$ cat config.mk
export PLATFORM = sky130hd
export DESIGN_NAME = pipe_stage_reg
export DESIGN_NICKNAME = d
export VERILOG_FILES = /design/src/rtl/pipe_pkg.sv /design/src/rtl/pipe_skid_entry.sv /design/src/rtl/pipe_stage_reg.sv
export SDC_FILE = /design/constraint.sdc
export NUM_CORES = 1
export LEC_CHECK = 0
export ABC_AREA = 1
export CORE_MARGIN = 2
export CORE_UTILIZATION = 45
export DETAILED_ROUTE_END_ITERATION = 6
export MAX_ROUTING_LAYER = met4
export PLACE_DENSITY = 0.83
export SLEW_MARGIN = 20
export SYNTH_ARGS = -nofsm -noshare
export SYNTH_HDL_FRONTEND = slang
export SYNTH_SLANG_ARGS = --single-unit
$ cat constraint.sdc
create_clock -name clk -period 1.41 [get_ports clk]
set_input_delay 0.2115 -clock clk [delete_from_list [all_inputs] [get_ports clk]]
set_output_delay 0.2115 -clock clk [all_outputs]
set_load 0.1 [all_outputs]
$ cat src/rtl/pipe_pkg.sv
// rtl/pipe_pkg.sv - shared constants and state type for pipeline stage registers
package pipe_pkg;

  localparam logic [31:0] MIPS_NOP     = 32'h0000_0000;
  localparam logic [31:0] RESET_VECTOR = 32'h0000_0000;

  typedef enum logic [1:0] {
    EMPTY   = 2'd0,
    FULL    = 2'd1,
    SKIDDED = 2'd2
  } pipe_state_e;

endpackage

$ cat src/rtl/pipe_skid_entry.sv
// rtl/pipe_skid_entry.sv - single storage slot (valid, pc, npc, data) for the skid path
module pipe_skid_entry #(
  parameter int DATA_W = 32,
  parameter int PC_W   = 32
) (
  input  logic              i_clk,
  input  logic              i_rst_n,
  input  logic              i_load,
  input  logic              i_clear,
  input  logic [PC_W-1:0]   i_pc,
  input  logic [PC_W-1:0]   i_npc,
  input  logic [DATA_W-1:0] i_data,
  output logic              o_valid,
  output logic [PC_W-1:0]   o_pc,
  output logic [PC_W-1:0]   o_npc,
  output logic [DATA_W-1:0] o_data
);

  logic              r_valid;
  logic [PC_W-1:0]   r_pc;
  logic [PC_W-1:0]   r_npc;
  logic [DATA_W-1:0] r_data;

  // Clear wins so a flush discards an entry even if a load were requested.
  always_ff @(posedge i_clk or negedge i_rst_n) begin
    if (!i_rst_n) begin
      r_valid <= 1'b0;
      r_pc    <= '0;
      r_npc   <= '0;
      r_data  <= '0;
    end else begin
      if (i_clear) begin
        r_valid <= 1'b0;
      end else if (i_load) begin
        r_valid <= 1'b1;
      end
      if (i_load) begin
        r_pc   <= i_pc;
        r_npc  <= i_npc;
        r_data <= i_data;
      end
    end
  end

  assign o_valid = r_valid;
  assign o_pc    = r_pc;
  assign o_npc   = r_npc;
  assign o_data  = r_data;

endmodule

$ cat src/rtl/pipe_stage_reg.sv
// rtl/pipe_stage_reg.sv - inter-stage pipeline register with stall, flush/NOP injection,
// valid/ready handshake, optional skid entry and saturating stall counter
module pipe_stage_reg
  import pipe_pkg::*;
#(
  parameter int                DATA_W   = 32,
  parameter int                PC_W     = 32,
  parameter logic [PC_W-1:0]   RESET_PC = PC_W'(RESET_VECTOR),
  parameter logic [DATA_W-1:0] NOP_WORD = DATA_W'(MIPS_NOP),
  parameter bit                SKID     = 1'b1,
  parameter int                CNT_W    = 16
) (
  input  logic              clk,
  input  logic              reset_n,
  input  logic              in_valid,
  output logic              in_ready,
  input  logic [PC_W-1:0]   in_pc,
  input  logic [PC_W-1:0]   in_npc,
  input  logic [DATA_W-1:0] in_data,
  input  logic              stall,
  input  logic              flush,
  output logic              out_valid,
  input  logic              out_ready,
  output logic [PC_W-1:0]   out_pc,
  output logic [PC_W-1:0]   out_npc,
  output logic [DATA_W-1:0] out_data,
  output logic [CNT_W-1:0]  stall_cnt
);

  pipe_state_e       r_state;
  pipe_state_e       w_state_nxt;
  logic [PC_W-1:0]   r_out_pc;
  logic [PC_W-1:0]   r_out_npc;
  logic [DATA_W-1:0] r_out_data;
  logic [CNT_W-1:0]  r_stall_cnt;

  logic              w_out_fire;
  logic              w_in_fire;
  logic              w_load_in;
  logic              w_load_from_skid;
  logic              w_skid_load;
  logic              w_skid_clear;
  logic              w_skid_valid;
  logic [PC_W-1:0]   w_skid_pc;
  logic [PC_W-1:0]   w_skid_npc;
  logic [DATA_W-1:0] w_skid_data;

  assign out_valid  = (r_state != EMPTY);
  assign w_out_fire = out_valid & out_ready & ~stall;
  // With the skid slot, in_ready depends only on flops plus the flush term.
  assign in_ready   = ~flush & (SKID ? ~w_skid_valid : (~out_valid | w_out_fire));
  assign w_in_fire  = in_valid & in_ready;

  always_ff @(posedge clk or negedge reset_n) begin
    if (!reset_n) begin
      r_state <= EMPTY;
    end else begin
      r_state <= w_state_nxt;
    end
  end

  always_comb begin
    w_state_nxt      = r_state;
    w_load_in        = 1'b0;
    w_load_from_skid = 1'b0;
    w_skid_load      = 1'b0;
    w_skid_clear     = 1'b0;
    if (flush) begin
      w_state_nxt  = EMPTY;
      w_skid_clear = 1'b1;
    end else begin
      case (r_state)
        EMPTY: begin
          if (w_in_fire) begin
            w_state_nxt = FULL;
            w_load_in   = 1'b1;
          end
        end
        FULL: begin
          if (w_in_fire && w_out_fire) begin
            w_load_in = 1'b1;
          end else if (w_in_fire) begin
            w_state_nxt = SKIDDED;
            w_skid_load = 1'b1;
          end else if (w_out_fire) begin
            w_state_nxt = EMPTY;
          end
        end
        SKIDDED: begin
          if (w_out_fire) begin
            w_state_nxt      = FULL;
            w_load_from_skid = 1'b1;
            w_skid_clear     = 1'b1;
          end
        end
        default: w_state_nxt = EMPTY;
      endcase
    end
  end

  // A bubble only replaces the payload; pc/npc keep the last real entry.
  always_ff @(posedge clk or negedge reset_n) begin
    if (!reset_n) begin
      r_out_pc   <= RESET_PC;
      r_out_npc  <= RESET_PC;
      r_out_data <= NOP_WORD;
    end else if (flush) begin
      r_out_data <= NOP_WORD;
    end else if (w_load_in) begin
      r_out_pc   <= in_pc;
      r_out_npc  <= in_npc;
      r_out_data <= in_data;
    end else if (w_load_from_skid) begin
      r_out_pc   <= w_skid_pc;
      r_out_npc  <= w_skid_npc;
      r_out_data <= w_skid_data;
    end
  end

  always_ff @(posedge clk or negedge reset_n) begin
    if (!reset_n) begin
      r_stall_cnt <= '0;
    end else if (stall && out_valid && (r_stall_cnt != '1)) begin
      r_stall_cnt <= r_stall_cnt + CNT_W'(1);
    end
  end

  generate
    if (SKID) begin : g_skid
      pipe_skid_entry #(
        .DATA_W (DATA_W),
        .PC_W   (PC_W)
      ) u_skid (
        .i_clk   (clk),
        .i_rst_n (reset_n),
        .i_load  (w_skid_load),
        .i_clear (w_skid_clear),
        .i_pc    (in_pc),
        .i_npc   (in_npc),
        .i_data  (in_data),
        .o_valid (w_skid_valid),
        .o_pc    (w_skid_pc),
        .o_npc   (w_skid_npc),
        .o_data  (w_skid_data)
      );
    end else begin : g_no_skid
      assign w_skid_valid = 1'b0;
      assign w_skid_pc    = '0;
      assign w_skid_npc   = '0;
      assign w_skid_data  = '0;
    end
  endgenerate

  assign out_pc    = r_out_pc;
  assign out_npc   = r_out_npc;
  assign out_data  = r_out_data;
  assign stall_cnt = r_stall_cnt;

endmodule

Word-level counts from Yosys, hierarchy flattened
Index checks and enable logic that the tools add are counted.

storage, ports and cells
  flip-flop bits (word level) = 211
  bits in latches = 0
  memory bits (writable) = 0
  bits in read-only memories = 0
  bits of input ports = 102
  output and inout port bits = 114
  word-level logic and storage cells = 61
  memories kept = 0

cells by class
  add/sub/neg operators = 1
  multiply operators = 0
  div/mod/pow operators = 0
  $lt $le $gt $ge = 0
  equal/unequal tests = 7
  shifts and indexed selects = 0
  multiplexer cells = 27
  bitwise gates (word level) = 7
  reductions and logical operators = 10

operator list
  cell                                                  count
  two-way mux 32 bit                                    7
  adder 16 x 1 -> 16 bit (second input constant)        1
  != test 16 bit (second input constant)                1
  two-way mux 1 bit                                     12
  two-way mux 2 bit                                     6
  != test 3 bit (second input constant)                 3
  one-hot mux 2 bit (3 select lines)                    1
  nonzero test 2 bit                                    3
  bitwise AND 1 bit                                     4
  != test 4 bit (second input constant)                 1
  AND reduction 4 bit                                   1
  logical AND 1 bit                                     3
  inverter 1 bit                                        3
  nonzero test 3 bit                                    1
  equality test 2 x 1 -> 1 bit (second input constant)  1
  equality test 2 bit (second input constant)           1
  logical NOT 2 bit                                     1
  one-hot mux 1 bit (2 select lines)                    1
  AND reduction 2 bit                                   1

Longest topological paths before layout
  word-level depth = 9
  gate-level depth with buffers = 9

Hierarchy
From an unflattened synthesis, not the netlist that was laid out.

unflattened totals
  cell total of the unflattened synthesis = 1208
  area, all modules = 9770.6 µm²

modules (own cells, without submodules)
  module           instances  cells each  area each (µm²)
  pipe_stage_reg   1          799         6103.4
  pipe_skid_entry  1          409         3667.3

Worst setup path after synthesis
No wires, ideal clock.

  path type = register to register
  start point = register r_stall_cnt[1] (netlist: stall_cnt[1])
  end point = register r_stall_cnt[13] (netlist: stall_cnt[13])
  data arrival time = 2.077 ns
  required time = 1.289 ns
  setup slack = -0.788 ns
  stages on the path, launching flop included = 10
  clock period less this slack = 2.198 ns
  path through = dfrtp_1 ha_1 nand3_1 inv_1 nand3_1 nand2_1 nand2_2 buf_4 nand2_1 nand2_1

on the way
  cells in the longest elaborated chain, start to end = 2

RTL lines
  what                                                            RTL line               source
  start, declared                                                 pipe_stage_reg.sv:35   logic [CNT_W-1:0] r_stall_cnt;
  start signal, assigned                                          pipe_stage_reg.sv:124  r_stall_cnt <= r_stall_cnt + CNT_W'(1);
  branches (longest 2 deep; another with adder 16 x 1 -> 16 bit)  -

Several ways; the timed one is not identified.
A chain may end at the register's enable or synchronous reset.

Worst setup path in the final report
  start point = register r_state[0]
  end point = register r_out_data[30] (netlist: out_data[30])

on the way
  cells in the longest elaborated chain, start to end = 9

RTL lines
  what                                RTL line               source
  start, declared                     pipe_stage_reg.sv:30   pipe_state_e r_state;
  start signal, assigned              pipe_stage_reg.sv:58   r_state <= w_state_nxt;
  nonzero test 2 bit                  pipe_stage_reg.sv:48   assign out_valid = (r_state != EMPTY);
  bitwise AND 1 bit (2 in series)     pipe_stage_reg.sv:49   assign w_out_fire = out_valid & out_ready & ~stall;
  logical AND 1 bit                   pipe_stage_reg.sv:80   if (w_in_fire && w_out_fire) begin
  two-way mux 1 bit                   pipe_stage_reg.sv:80
  one-hot mux 1 bit (2 select lines)  pipe_stage_reg.sv:72   case (r_state)
  two-way mux 1 bit                   pipe_stage_reg.sv:68   if (flush) begin
  two-way mux 32 bit                  pipe_stage_reg.sv:109  end else if (w_load_in) begin
  two-way mux 32 bit                  pipe_stage_reg.sv:107  end else if (flush) begin
  end signal, assigned                pipe_stage_reg.sv:112  r_out_data <= in_data;
  end signal, assigned                pipe_stage_reg.sv:116  r_out_data <= w_skid_data;
  end, declared                       pipe_stage_reg.sv:34   logic [DATA_W-1:0] r_out_data;

Several ways; a longest one is shown, not always the timed one.

==> results.sh <==
export IMPL_status="finished, violations left"
export IMPL_violations="setup timing"
export IMPL_fin_cells=1680
export IMPL_postRouteAntennaNets=0
export IMPL_worstHoldPathType="in -> async"
export IMPL_dr_first_iter_drc_count=691
export IMPL_relSlewSlack_pct=75.4
export IMPL_peakVddDrop_mv=2.00
export IMPL_dieWidth_um=148
export IMPL_regToRegSetupSlack_ps=-200
export IMPL_final_hold_violation_count=0
export IMPL_pre_cts_slack_ps=-479
export IMPL_drc=0
export IMPL_grt_pass1_wl_um=43000
export IMPL_syn_area_um2=9350
export IMPL_ys_ff_latch=211
export IMPL_syn_inst=1107
export IMPL_syn_avg_cell_area_um2=8.44
export IMPL_crit_required_ps=1850
export IMPL_r2r_start="r_state[0]"
export IMPL_cts_buffers=23
export IMPL_hpwl_um=17500
export IMPL_tightest_slew_ps=367
export IMPL_io_pins=216
export IMPL_fmax_mhz=620
export IMPL_fin_tns_setup_ps=-14030
export IMPL_synth_top_family_by_area="simple AND/OR/NAND/NOR gates"
export IMPL_wl_met1_um=11700
export IMPL_dpl_cell_area_um2=13700
export IMPL_numPortBuffers=215
export IMPL_drv_slew=0
export IMPL_dp_cells=1599
export IMPL_skew_ps=14.3
export IMPL_cts_tree="built"
export IMPL_clk_path_buf_depth=3
export IMPL_synth_cell_type_count=26
export IMPL_design_area_um2=15600
export IMPL_root_buffer="clkbuf_16"
export IMPL_initial_core_util_pct=46.0
export IMPL_crit_type="reg -> reg"
export IMPL_synthSimpleGateAreaFrac_pct=17.7
export IMPL_yosysSeqAreaShare_pct=56.5
export IMPL_dr_pass1_iters=7
export IMPL_r2r_end="out_data[30]"
export IMPL_grt_pass1_vias=8832
export IMPL_insertion_delay_ps=500
export IMPL_drive_gt1_share_pct=31.8
export IMPL_wl_met3_um=2250
export IMPL_htree_levels=1
export IMPL_synth_adder_area_share_pct=0.134
export IMPL_yosysWarningCount=0
export IMPL_synth_net_count=1210
export IMPL_critPathCaptureType="flip-flop"
export IMPL_die_h_um=148
export IMPL_worst_path_max_fanout=17
export IMPL_r2r_cells=9
export IMPL_p_leak_nw=7.45
export IMPL_top_layer_used="met4"
export IMPL_finalCritPeriodShare_pct=114
export IMPL_antenna_found_initial=1
export IMPL_wl_per_cell_um=18.6
export IMPL_finalSetupViolations=221
export IMPL_grt_usage_pct=24.8
export IMPL_nets=1497
export IMPL_grt_max_degree=49
export IMPL_area_delta_synth_final_pct=66.5
export IMPL_cts_sinks=211
export IMPL_startpoint_type="flip-flop"
export IMPL_wl_met2_um=16000
export IMPL_arrival_ps=2050
export IMPL_period_needed_ps=1610
export IMPL_rsz0062_at_grt="true"
export IMPL_clk_pin_slew_ps=60
export IMPL_synth_xor_area_share_pct=0.750
export IMPL_synth_compound_area_share_pct=16.1
export IMPL_synthMuxAreaShare_pct=0
export IMPL_maxCapViolCount=0
export IMPL_core_area_um2=20300
export IMPL_grt_overflow_total=0
export IMPL_post_drt_via_cell_ratio=5.44
export IMPL_fp_row_count=52
export IMPL_routed_wirelength_um=31300
export IMPL_vias=9144
export IMPL_routabilityCongestion=0.841
export IMPL_setup_slack_ps=-202
export IMPL_power_per_cell_area_nw_per_um2=2320
export IMPL_die_area_um2=21900
[kinds of logic after synthesis]
logic type	count (synthesis)
xor+xnor	8
buf+inv	184
fa+ha+maj	1
simple gates	403
flops	211
compound gates	300
[cell usage in the layout (no fill, tap or decap), types with 14 or more instances in the layout]
cell and count:
nand2_1 204, dfrtp_1 195, o21ai_1 159, buf_12 141
inv_1 112, clkdlybuf4s50_1 100, nor2_1 55, a21oi_1 53
buf_4 47, nand3_1 46, nor2_2 45, a21oi_2 43
buf_6 30, clkbuf_16 27, o21ai_0 22, o21ai_2 20
nor2_4 17, nand2_2 16, dfrtp_4 14
[Yosys cell counts]
cell type / n / area [um2]
a21oi_1: 97 / 485
buf_1: 1 / 3.75
buf_2: 30 / 150
buf_4: 2 / 15.0
buf_6: 12 / 135
clkbuf_1: 18 / 67.6
clkbuf_2: 4 / 20.0
dfrtp_1: 211 / 5280
ha_1: 1 / 12.5
inv_1: 114 / 428
inv_2: 3 / 11.3
nand2_1: 223 / 837
nand2_2: 3 / 18.8
nand2_4: 2 / 22.5
nand3_1: 52 / 260
nand3_2: 1 / 10.0
nand3_4: 1 / 17.5
nand3b_1: 1 / 7.51
nand4_1: 2 / 12.5
nor2_1: 114 / 428
nor2_4: 3 / 33.8
nor3_1: 1 / 5.00
o21ai_0: 134 / 671
o21ai_1: 69 / 345
xnor2_1: 1 / 8.76
xor2_1: 7 / 61.3
[worst max-delay path by stage]
| stage | from | endpoint | slack [ps] | cells past startpoint |
|---|---|---|---|---|
| after floorplan | g_skid.u_skid.o_valid | out_npc[23] | -420 | 8 |
| after global placement | flush | g_skid.u_skid.o_npc[23] | -400 | 9 |
| after detailed placement | stall | out_pc[13] | -480 | 9 |
| after CTS | g_skid.u_skid.o_valid | g_skid.u_skid.o_data[7] | -110 | 8 |
| after global routing | r_state[0] | out_data[24] | -270 | 9 |
| final | r_state[0] | out_data[30] | -200 | 9 |
[flip-flops by register name, indices dropped and copies added, names as in the netlist]
signal	flops
stall_cnt	16
g_skid.u_skid.o_pc	32
out_npc	32
g_skid.u_skid.o_valid	1
out_data	32
r_state	2
out_pc	32
g_skid.u_skid.o_npc	32
g_skid.u_skid.o_data	32
[report_power, final]
group	total [mW]	leakage, nW	internal, mW	switching (mW)
Sequential	10.4	2.41	8.53	1.84
Combinational	19.3	4.65	6.85	12.5
Clock	6.34	0.393	3.88	2.46
Total	36.0	7.45	19.3	16.8
[area by class of cell]
type	instances	area, um2
diodes	1	2.50
clock buffers	29	628
clock inverters	11	159
fillers	1213	4740
inverters	117	457
multi-input cells	714	3950
flip-flops and latches	211	5340
well taps	270	338
repair buffers	327	4700
[per-layer routing]
| layer | global-route usage (%) | up-vias |
|---|---|---|
| met5 | - | - |
| met4 | 8.10 | 0 |
| met3 | 4.05 | 111 |
| met2 | 41.0 | 466 |
| met1 | 31.4 | 4418 |
| li1 | - | 4149 |
[through the flow]
step / utilization [%] / hold WS [ps] / total power [mW]
floorplan: - / -84.1 / 21.3
global placement: 67.5 / 124 / 28.1
detailed placement: 67.5 / 125 / 28.6
CTS: 72.8 / 187 / 35.2
global route: 76.7 / 214 / 37.4
finish: 76.7 / 191 / 36.0
[repair_timing]
item / in CTS / in global routing
cloned: 1 / 8
endpoints found under the hold margin: 192 / 0
setup endpoints to repair: 219 / 224
buffers inserted: 17 / 13
hold buffers: 1 / 0
resized for setup: 42 / 207
pin swaps: 0 / 21
[worst max-delay path, cell delays in order (launching register included)]
cell       delay, ps
dfrtp_1          400
inv_2            110
buf_6            120
nand2_4           50
nor2_4           110
nand2_4          140
clkbuf_16        220
o21ai_1          200
o21ai_1          130
nand2_1           80
Power figures use the tool's default switching activity.
